## src/rtl/led_pwm_pkg.sv

```systemverilog
// Shared definitions for the LED PWM bank: mode encodings, default widths,
// configuration handshake state and the per-channel LED drive decode.
package led_pwm_pkg;

  localparam int DEF_NUM_CH = 4;
  localparam int DEF_CNT_W  = 24;
  localparam int DEF_PWM_W  = 4;
  localparam int CH_IDX_W   = 4;

  typedef enum logic [1:0] {
    MODE_OFF   = 2'd0,
    MODE_ON    = 2'd1,
    MODE_BLINK = 2'd2,
    MODE_PWM   = 2'd3
  } led_mode_t;

  typedef enum logic {
    CFG_IDLE = 1'b0,
    CFG_BUSY = 1'b1
  } cfg_state_t;

  function automatic logic led_drive(input led_mode_t mode,
                                     input logic blink,
                                     input logic pwm_on);
    logic drv;
    drv = 1'b0;
    case (mode)
      MODE_OFF:   drv = 1'b0;
      MODE_ON:    drv = 1'b1;
      MODE_BLINK: drv = blink;
      MODE_PWM:   drv = pwm_on;
      default:    drv = 1'b0;
    endcase
    return drv;
  endfunction

endpackage

```

## src/rtl/led_pwm_bank_if.sv

```systemverilog
// Configuration write port of the LED PWM bank.
// Handshake: a write transfers on a rising edge where cfg_valid and cfg_ready
// are both 1; the master holds cfg_ch/mode/div/duty stable while cfg_valid=1.
interface led_pwm_bank_if
  import led_pwm_pkg::*;
#(
  parameter int CNT_W = DEF_CNT_W,
  parameter int PWM_W = DEF_PWM_W
) ();

  logic                cfg_valid;
  logic                cfg_ready;
  logic [CH_IDX_W-1:0] cfg_ch;
  led_mode_t           cfg_mode;
  logic [CNT_W-1:0]    cfg_div;
  logic [PWM_W-1:0]    cfg_duty;
  logic                cfg_err;

  modport master (
    output cfg_valid, cfg_ch, cfg_mode, cfg_div, cfg_duty,
    input  cfg_ready, cfg_err
  );

  modport slave (
    input  cfg_valid, cfg_ch, cfg_mode, cfg_div, cfg_duty,
    output cfg_ready, cfg_err
  );

endinterface

```

## src/rtl/led_pwm_channel.sv

```systemverilog
// One LED channel: prescaler, blink toggle, PWM phase counter and the
// registered LED drive. A write reloads config and restarts all counters.
module led_pwm_channel
  import led_pwm_pkg::*;
#(
  parameter int CNT_W = DEF_CNT_W,
  parameter int PWM_W = DEF_PWM_W
) (
  input  logic             clkout,
  input  logic             btn_n,
  input  logic             en,
  input  logic             wr_en,
  input  led_mode_t        wr_mode,
  input  logic [CNT_W-1:0] wr_div,
  input  logic [PWM_W-1:0] wr_duty,
  output logic             led
);

  led_mode_t        mode_q;
  logic [CNT_W-1:0] div_q;
  logic [PWM_W-1:0] duty_q;
  logic [CNT_W-1:0] presc_q;
  logic [PWM_W-1:0] phase_q;
  logic             blink_q;
  logic             led_q;

  logic tick;
  logic pwm_on;
  logic led_d;

  // LED drive is computed from the current state and registered, so a state
  // change appears on led one cycle later.
  always_comb begin
    tick   = (presc_q == div_q);
    pwm_on = (phase_q < duty_q);
    led_d  = led_drive(mode_q, blink_q, pwm_on);
  end

  always_ff @(posedge clkout) begin
    if (!btn_n) begin
      mode_q  <= MODE_OFF;
      div_q   <= '0;
      duty_q  <= '0;
      presc_q <= '0;
      phase_q <= '0;
      blink_q <= 1'b0;
      led_q   <= 1'b0;
    end else begin
      if (en) begin
        led_q <= led_d;
      end
      if (wr_en) begin
        mode_q  <= wr_mode;
        div_q   <= wr_div;
        duty_q  <= wr_duty;
        presc_q <= '0;
        phase_q <= '0;
        blink_q <= 1'b0;
      end else if (en) begin
        presc_q <= tick ? '0 : presc_q + CNT_W'(1);
        if (tick) begin
          blink_q <= ~blink_q;
          phase_q <= phase_q + PWM_W'(1);
        end
      end
    end
  end

  assign led = led_q;

endmodule

```

## src/rtl/led_pwm_bank.sv

```systemverilog
// Bank of independent LED channels behind a single valid/ready config port;
// the top owns the write handshake, channel decode and error pulse.
module led_pwm_bank
  import led_pwm_pkg::*;
#(
  parameter int NUM_CH = DEF_NUM_CH,
  parameter int CNT_W  = DEF_CNT_W,
  parameter int PWM_W  = DEF_PWM_W
) (
  input  logic                clkout,
  input  logic                btn_n,
  input  logic                en,
  led_pwm_bank_if.slave       cfg,
  output logic [NUM_CH-1:0]   led,
  output cfg_state_t          dbg_state
);

  cfg_state_t state_q;
  cfg_state_t state_d;
  logic       accept;
  logic       ch_ok;
  logic       err_q;

  // Ready drops for exactly one cycle after each accept.
  always_comb begin
    state_d = state_q;
    accept  = 1'b0;
    case (state_q)
      CFG_IDLE: begin
        accept = cfg.cfg_valid;
        if (cfg.cfg_valid) state_d = CFG_BUSY;
      end
      CFG_BUSY: state_d = CFG_IDLE;
      default:  state_d = CFG_IDLE;
    endcase
  end

  always_ff @(posedge clkout) begin
    if (!btn_n) begin
      state_q <= CFG_IDLE;
      err_q   <= 1'b0;
    end else begin
      state_q <= state_d;
      err_q   <= accept && !ch_ok;
    end
  end

  // Extend by one bit so NUM_CH=16 compares correctly against a 4-bit index.
  assign ch_ok = ({1'b0, cfg.cfg_ch} < (CH_IDX_W + 1)'(NUM_CH));

  assign cfg.cfg_ready = (state_q == CFG_IDLE);
  assign cfg.cfg_err   = err_q;
  assign dbg_state     = state_q;

  for (genvar i = 0; i < NUM_CH; i++) begin : g_ch
    logic wr_en;
    assign wr_en = accept && (cfg.cfg_ch == CH_IDX_W'(i));

    led_pwm_channel #(
      .CNT_W (CNT_W),
      .PWM_W (PWM_W)
    ) u_ch (
      .clkout  (clkout),
      .btn_n   (btn_n),
      .en      (en),
      .wr_en   (wr_en),
      .wr_mode (cfg.cfg_mode),
      .wr_div  (cfg.cfg_div),
      .wr_duty (cfg.cfg_duty),
      .led     (led[i])
    );
  end

endmodule

```

## src/flat_wrapper.sv

```systemverilog
// flat-port wrapper written by rule: the top's interface ports become plain ports
module led_pwm_bank_flat import led_pwm_pkg::*;
#(
  parameter int NUM_CH = DEF_NUM_CH,
  parameter int CNT_W  = DEF_CNT_W,
  parameter int PWM_W  = DEF_PWM_W
)
  (clkout, btn_n, en, led, dbg_state, cfg_cfg_valid, cfg_cfg_ch, cfg_cfg_mode, cfg_cfg_div, cfg_cfg_duty, cfg_cfg_ready, cfg_cfg_err);
  led_pwm_bank_if #(.CNT_W(CNT_W), .PWM_W(PWM_W)) cfg_i ();
  input  logic clkout;
  input  logic btn_n;
  input  logic en;
  output logic [NUM_CH-1:0] led;
  output cfg_state_t dbg_state;
  input wire logic [$bits(cfg_i.cfg_valid)-1:0] cfg_cfg_valid;
  input wire logic [$bits(cfg_i.cfg_ch)-1:0] cfg_cfg_ch;
  input wire logic [$bits(cfg_i.cfg_mode)-1:0] cfg_cfg_mode;
  input wire logic [$bits(cfg_i.cfg_div)-1:0] cfg_cfg_div;
  input wire logic [$bits(cfg_i.cfg_duty)-1:0] cfg_cfg_duty;
  output wire logic [$bits(cfg_i.cfg_ready)-1:0] cfg_cfg_ready;
  output wire logic [$bits(cfg_i.cfg_err)-1:0] cfg_cfg_err;
  assign cfg_i.cfg_valid = cfg_cfg_valid;
  assign cfg_i.cfg_ch = cfg_cfg_ch;
  assign cfg_i.cfg_mode = cfg_cfg_mode;
  assign cfg_i.cfg_div = cfg_cfg_div;
  assign cfg_i.cfg_duty = cfg_cfg_duty;
  assign cfg_cfg_ready = cfg_i.cfg_ready;
  assign cfg_cfg_err = cfg_i.cfg_err;
  led_pwm_bank #(.NUM_CH(NUM_CH), .CNT_W(CNT_W), .PWM_W(PWM_W)) u_core (.clkout(clkout), .btn_n(btn_n), .en(en), .cfg(cfg_i), .led(led), .dbg_state(dbg_state));
endmodule
```

## config.mk

```make
export PLATFORM = sky130hd
export DESIGN_NAME = led_pwm_bank_flat
export DESIGN_NICKNAME = d
export VERILOG_FILES = /design/src/rtl/led_pwm_pkg.sv /design/src/rtl/led_pwm_bank_if.sv /design/src/rtl/led_pwm_channel.sv /design/src/rtl/led_pwm_bank.sv /design/src/flat_wrapper.sv
export SDC_FILE = /design/constraint.sdc
export NUM_CORES = 1
export LEC_CHECK = 0
export ABC_CLOCK_PERIOD_IN_PS = 3400
export BUFFER_PORTS_ARGS = -buffer_cell sky130_fd_sc_hd__clkbuf_2
export CAP_MARGIN = 15
export CORE_MARGIN = 1.5
export CORE_UTILIZATION = 65
export CTS_BUF_LIST = sky130_fd_sc_hd__clkbuf_16
export DETAILED_ROUTE_END_ITERATION = 8
export GPL_TIMING_DRIVEN = 0
export PLACE_DENSITY = 0.83
export SETUP_SLACK_MARGIN = 0.15
export SLEW_MARGIN = 10
export SYNTH_ARGS = -nofsm -noshare
export SYNTH_HDL_FRONTEND = slang
export SYNTH_HIERARCHICAL = 1
export SYNTH_SLANG_ARGS = --single-unit
```

## constraint.sdc

```tcl
create_clock -name clkout -period 3.4 [get_ports clkout]
set_clock_uncertainty 0.1 [all_clocks]
set_input_delay 0 -clock clkout [delete_from_list [all_inputs] [get_ports clkout]]
set_output_delay 0 -clock clkout [all_outputs]
set_load 0.01 [all_outputs]
```

==> run metrics, run 1 <==
via count 8739; hpwl dp 18200 µm; Remaining DRCs 0; Yosys reg bits 242; power density cells 480 nW/µm²; FF-to-FF Start u_core/dbg_state$_SDFF_PN0_; Port Buf Inserts 43; synth warn 6; Hold Path Class in -> reg; DR iter-0 viols 625; Peak Freq 0.391 GHz; Mapped Cells 1192; Clock Latency Late Sink 0.53 ns; Critical Path End Type flip-flop; slack of the critical path 0.845 ns; nets@finish 1356; Mapped Avg Cell Area 9.45 µm²; first-pass GRT wire length 42700 µm; Total Wirelength 27100 µm; total power draw 6.22 mW; antenna violations before repair 0; Total Die Area 18100 µm²; fin. max-slew vios 0; Worst Path Max Fanout 10; post-route antenna net violation count 0; final period utilization 0.752; CTS Buf Count 25; CTS tree done; crit path launch u_core/dbg_state$_SDFF_PN0_; Critical-path top delay cell or4b_4; CTS H-tree lvls 1; Setup CP Type reg -> reg; Root Driver clkbuf_16; clock buffer depth 3; Worst-Margin Slew 0.585 ns; Worst EP required 3.70 ns; worst r2r dst u_core/g_ch[2].u_ch/div_q[7]$_SDFFE_PN0P_; cell chain of the critical path or4b_4 -> nor3b_2 -> clkbuf_1 -> buf_2 -> mux2i_1 -> nor2_1; share of cells above drive strength 1 0.109; area grow syn2layout 15.0%; P_leak 4.77 nW; mapped cell area 11300 µm²; met2 WL 12800 µm; RSZ-0062 raised after global routing false; Final Hold Viols 0; final setup TNS 0 ns; asr flop ratio synth 0; Tot GR Track Use 0.299; Slew headroom 0.607; Final setup violation count 0; worst vdd ir 399 µV; total gr overflow 0; Setup WS pre-CTS 0.971 ns; HP Start cfg_cfg_ch[3]; sequential cell area fraction in the yosys report 0.430; Yosys cell types 36; flop-to-flop setup slack 0.84 ns; global placement routability congestion 0.832; clk slew on worst S/H paths 0.06 ns; Min Clock Period, post-route 2.56 ns; worst endpoint data arrival time 2.85 ns; uppermost layer routed met4; post-CTS resize count 0; R2R cell count 6; count of clock tree sinks 242; Hold EP u_core/cfg.cfg_err$_SDFF_PN0_; I/O pins 45; Post-synth EDFFs 0; max cap viols 0; largest net degree at the start of global routing 14; Startpoint Class flip-flop; Top FF cell, synth dfxtp_1; WL met3 1460 µm; wire per inst 17.7 µm; core area 16800 µm²; vias in the first global route 8430; FP Rows 47; antenna cells 0; hold depth 3; Starting Density 0.672; Die X 135 µm; routed metal-1 wirelength 11900 µm; Synth Net Count 1250; vias per cell 5.69; die height 135 µm; run status completed; critical path's largest stage delay 0.59 ns; DR pass1 iterations 7
cells in the final DEF, fill, tap and decap left out, types with 5 or more instances in the layout:
cell type	instances
nor3_1	13
nor2_1	231
nand4_1	37
clkbuf_2	43
nor4_1	19
clkbuf_16	25
bufinv_16	5
buf_2	18
xnor2_1	135
a21oi_1	12
dfxtp_1	242
or3_1	16
a21o_1	8
nand2_1	60
nand3_2	8
buf_6	16
and3_1	28
nand2b_1	8
o21a_1	5
clkbuf_1	20
nand3_1	40
xor2_1	49
nor4_2	5
inv_1	22
and4_1	9
clkinv_1	12
ha_1	20
dlygate4sd3_1	36
mux2i_1	144
metal layers:
layer,vias to the layer above,GRT usage
met4,0,0.113
met3,58,0.0390
li1,4252,-
met1,4179,0.386
met5,-,0
met2,250,0.513
per-stage QoR:
stage	std cells	util	instance area, µm²	hold slack [ns]
finish	1536	0.773	12900	0.223
global placement	1455	0.701	11800	0.119
floorplan	1192	-	11300	0.0102
global route	1536	0.773	12900	0.208
detailed placement	1455	0.701	11800	0.129
CTS	1536	0.773	12900	0.143
what timing repair did:
action                                 4_1_cts  5_1_grt
endpoints found under the hold margin      160        0
buffers inserted                             0        0
hold buffers                                36        0
setup endpoints to repair                    0        0
critical path, delay by kind of cell (launching register included):
family / cells / cell delay (ns)
buf+inv: 2 / 0.72
flops: 1 / 0.34
mux: 1 / 0.33
simple gates: 3 / 0.95
Yosys cell counts (all sizes together), types with 17 or more instances:
master / number / area share
and3: 28 / 0.016
nand3: 48 / 0.025
nor2: 233 / 0.078
ha: 20 / 0.022
inv: 17 / 0.0057
clkbuf: 20 / 0.0067
nand2: 61 / 0.021
nand4: 37 / 0.021
mux2i: 144 / 0.13
dfxtp: 242 / 0.43
nor4: 24 / 0.016
buf: 37 / 0.026
xnor2: 139 / 0.11
xor2: 49 / 0.038
worst max path at each step:
stage	to	slack, ns	cells after the start
after floorplan	u_core/g_ch[2].u_ch/div_q[0]$_SDFFE_PN0P_	1.34	6
after global placement	u_core/g_ch[2].u_ch/div_q[11]$_SDFFE_PN0P_	1.01	6
after detailed placement	u_core/g_ch[2].u_ch/div_q[5]$_SDFFE_PN0P_	0.97	6
after CTS	u_core/g_ch[2].u_ch/div_q[10]$_SDFFE_PN0P_	0.96	6
after global routing	u_core/g_ch[2].u_ch/div_q[7]$_SDFFE_PN0P_	0.80	6
final	u_core/g_ch[2].u_ch/div_q[7]$_SDFFE_PN0P_	0.84	6
logic make-up after synthesis:
group                      after synthesis  synth area share
and+or+nand+nor                        487             0.211
muxes                                  144             0.128
xor gates and xnor gates               188             0.149
buffers and inverters                   78            0.0397
adders and majority gates               20            0.0222
DFF                                    242             0.430
AOI/OAI and AO/OA                       33            0.0198
registers in the layout, indices dropped and copies added, names as in the netlist:
signal and flops:
u_core/g_ch.u_ch/phase_q 16, u_core/cfg.cfg_err 1, u_core/g_ch.u_ch/blink_q 4, u_core/g_ch.u_ch/div_q 96
u_core/dbg_state 1, u_core/g_ch.u_ch/mode_q 8, u_core/g_ch.u_ch/led 4, u_core/g_ch.u_ch/duty_q 16
u_core/g_ch.u_ch/presc_q 96
cell type report:
type,instances,area (µm²)
fill,1115,3810
multi-input combinational,872,5970
clock buffer,25,626
inverter,21,78.8
clock inverter,20,213
buffer,57,368
tap,220,275
sequential,242,4840
timing repair buffer,79,576
power by group:
group	switching (mW)	internal, mW
logic	0.269	0.199
registers	0.0504	2.89
clock network	1.10	1.71
total	1.42	4.79
Note: power is estimated with default switching activity, not from simulation.
==> inputs of run 2 (changes only) <==
ABC_AREA = 1   (was default)
ABC_CLOCK_PERIOD_IN_PS = 2600   (was 3400)
CORE_UTILIZATION = 62   (was 65)
PLACE_DENSITY = 0.8   (was 0.83)
clock period = 2.6 ns   (was 3.4 ns; I/O delays follow)
==> run 2 against run 1 <==
Against the previous run: utilization fell by 4.3 points; clock-buffer cell count rose by 2; synthesized area rose by 12%; non-clock buffer count fell by 9; synthesized cell count rose by 59%; power rose by 37%; highest routed layer unchanged; final area rose by 11%; combinational power rose by 75%; register-to-register slack got worse by 0.47 ns; cell count rose by 49%; setup slack got worse by 0.47 ns; critical path depth rose by 2.
==> run metrics, run 2 <==
RSZ-0062 raised after global routing false; Int Pwr 6.36 mW; via count 12600; Startpoint Class flip-flop; Final Hold Viols 0; Remaining DRCs 0; Post-CTS Setup Inserts 0; Mapped Cells 1892; core area 19700 µm²; fin cells 2284; Worst-Margin Slew 0.811 ns; Synth Net Count 1950; Post-Synth Adder-Cell Area 0.0199; Top FF cell, synth dfxtp_1; worst r2r dst u_core/g_ch[0].u_ch/presc_q[1]$_SDFFE_PP0P_; run status completed; Peak Freq 0.450 GHz; final setup TNS 0 ns; Synth Area in XOR/XNOR 0.0418; wire per inst 15.8 µm; CTS Buf Count 26; DR iter-0 viols 1147; hpwl dp 26000 µm; crit path launch u_core/dbg_state$_SDFF_PN0_; die height 145 µm; most instantiated library cell after synthesis nand2_1; Total Wirelength 36000 µm; Hold Path Class in -> reg; nets@finish 2057; asr flop ratio synth 0; Die X 145 µm; Placed Area 13100 µm²; simple-gate share of the synthesized area 0.331; combinational fraction of design power 0.096; post-route antenna net violation count 0; Setup WS pre-CTS 0.435 ns; worst hold slack 0.0336 ns; global placement routability congestion 0.948; critical path endpoint u_core/g_ch[0].u_ch/presc_q[1]$_SDFFE_PP0P_; Yosys reg bits 242; Port Buf Inserts 43; I/O pins 45; Setup CP Type reg -> reg; clock buffer depth 3; Mapped Avg Cell Area 6.64 µm²; Root Driver clkbuf_16; CTS tree done; max cap viols 0; Min Clock Period, post-route 2.22 ns; most common cell after layout, fill and taps aside nand2_1; compound-gate portion of the synthesized area 0.115; total gr overflow 0; Post-synth EDFFs 0; clk slew on worst S/H paths 0.06 ns; R2R cell count 8; Final setup violation count 0; final design utilization 0.730; worst endpoint data arrival time 2.56 ns; Slew headroom 0.457; Worst EP required 2.94 ns; Regs by FF count u_core/g_ch.u_ch/div_q: 96 flops, u_core/g_ch.u_ch/presc_q: 96 flops; most frequent cells in the layout nand2_1, nor2_1, inv_1; area grow syn2layout 14.3%; largest net degree at the start of global routing 18; vias in the first global route 11700; FP Rows 51; critical path's largest stage delay 0.67 ns; fin. max-slew vios 0; top post-synthesis cells by area dfxtp_1, nand2_1, nor2_1; most frequent cells after synthesis nand2_1, nor2_1, inv_1; clock share of power 0.450; worst vdd ir 581 µV; sequential cell area fraction in the yosys report 0.386; Tot GR Track Use 0.333; FF-to-FF Start u_core/dbg_state$_SDFF_PN0_; flop-to-flop setup slack 0.38 ns; CTS H-tree lvls 1; Starting Density 0.639; first-pass GRT wire length 57300 µm; slack of the critical path 0.378 ns; sw frac 0.253; Critical-path top delay cell nor2_1; design area 14300 µm²; share of cells above drive strength 1 0.0901; post-synthesis mux area share 0; mapped cell area 12600 µm²; NetSw 2.16 mW; area leader, netlist dfxtp_1; antenna cells 0; Flop pwr share 0.454; Post-Place Cells 2200; Critical Path End Type flip-flop; total power draw 8.51 mW; count of clock tree sinks 242; largest family of logic cells by synthesized area simple AND/OR/NAND/NOR gates; final period utilization 0.855; Worst Path Max Fanout 10; synth warn 6; Total Die Area 21100 µm²; cell chain of the critical path nor2_2 -> nand2_2 -> nor2_1 -> clkbuf_1 -> nor2_1 -> nand2_2 -> buf_6 -> nor3_1; power density cells 593 nW/µm²; DR pass1 iterations 5; top cell type's share of synthesized area 0.386; antenna violations before repair 0; vias per cell 5.50; Clock Latency Late Sink 0.54 ns; Yosys cell types 29; P_leak 6.14 nW
[run 2: final cells by class]
| cell class | count | area (µm²) |
|---|---|---|
| Inverter | 281 | 1060 |
| Timing Repair Buffer | 79 | 576 |
| Fill cell | 1685 | 5310 |
| Clock inverter | 21 | 208 |
| Buffer | 48 | 270 |
| Tap cell | 265 | 332 |
| Multi-Input combinational cell | 1321 | 6380 |
| Clock buffer | 27 | 676 |
| Sequential cell | 242 | 4840 |
[run 2: cell families after synthesis]
kind of cell,after synthesis
AOI/OAI and AO/OA,288
xor gates and xnor gates,60
adders and majority gates,20
buffers and inverters,329
DFF,242
and+or+nand+nor,953
[run 2: worst max-delay path: cells and delay by family, from the launching register on]
family / cells / cell delay [ns]
simple gates: 6 / 1.26
buf+inv: 2 / 0.39
flops: 1 / 0.37
[run 2: how the worst min path moves through the flow]
| stage | from | slack, ns | depth (start not counted) | endpoint |
|---|---|---|---|---|
| floorplan | btn_n | 0.02 | 2 | u_core/dbg_state$_SDFF_PN0_ |
| global placement | en | 0.14 | 2 | u_core/g_ch[0].u_ch/presc_q[14]$_SDFFE_PP0P_ |
| detailed placement | en | 0.15 | 2 | u_core/g_ch[0].u_ch/presc_q[14]$_SDFFE_PP0P_ |
| CTS | cfg_cfg_ch[0] | 0.006 | 6 | u_core/g_ch[1].u_ch/div_q[13]$_SDFFE_PN0P_ |
| global route | cfg_cfg_ch[0] | 0.1 | 6 | u_core/g_ch[1].u_ch/div_q[6]$_SDFFE_PN0P_ |
| finish | cfg_cfg_ch[0] | 0.03 | 6 | u_core/g_ch[1].u_ch/div_q[6]$_SDFFE_PN0P_ |
[run 2: power groups by stage]
stage / clock (mW) / combinational, mW / sequential (mW)
after global placement: 0 / 0.728 / 3.94
after floorplan: 0 / 0.509 / 3.93
after global routing: 4.02 / 0.903 / 3.87
after CTS: 3.88 / 0.797 / 3.86
final: 3.83 / 0.821 / 3.87
after detailed placement: 0 / 0.745 / 3.94
[run 2: per-layer routing]
layer,track usage,share of wire
met5,0,0
met4,0.151,0.043
met3,0.0500,0.082
met2,0.550,0.46
met1,0.429,0.42
[run 2: what timing repair did]
action,in CTS,in global routing
endpoints found under the setup margin,0,0
hold buffers,36,0
endpoints found under the hold margin,190,0
resized for setup,0,0
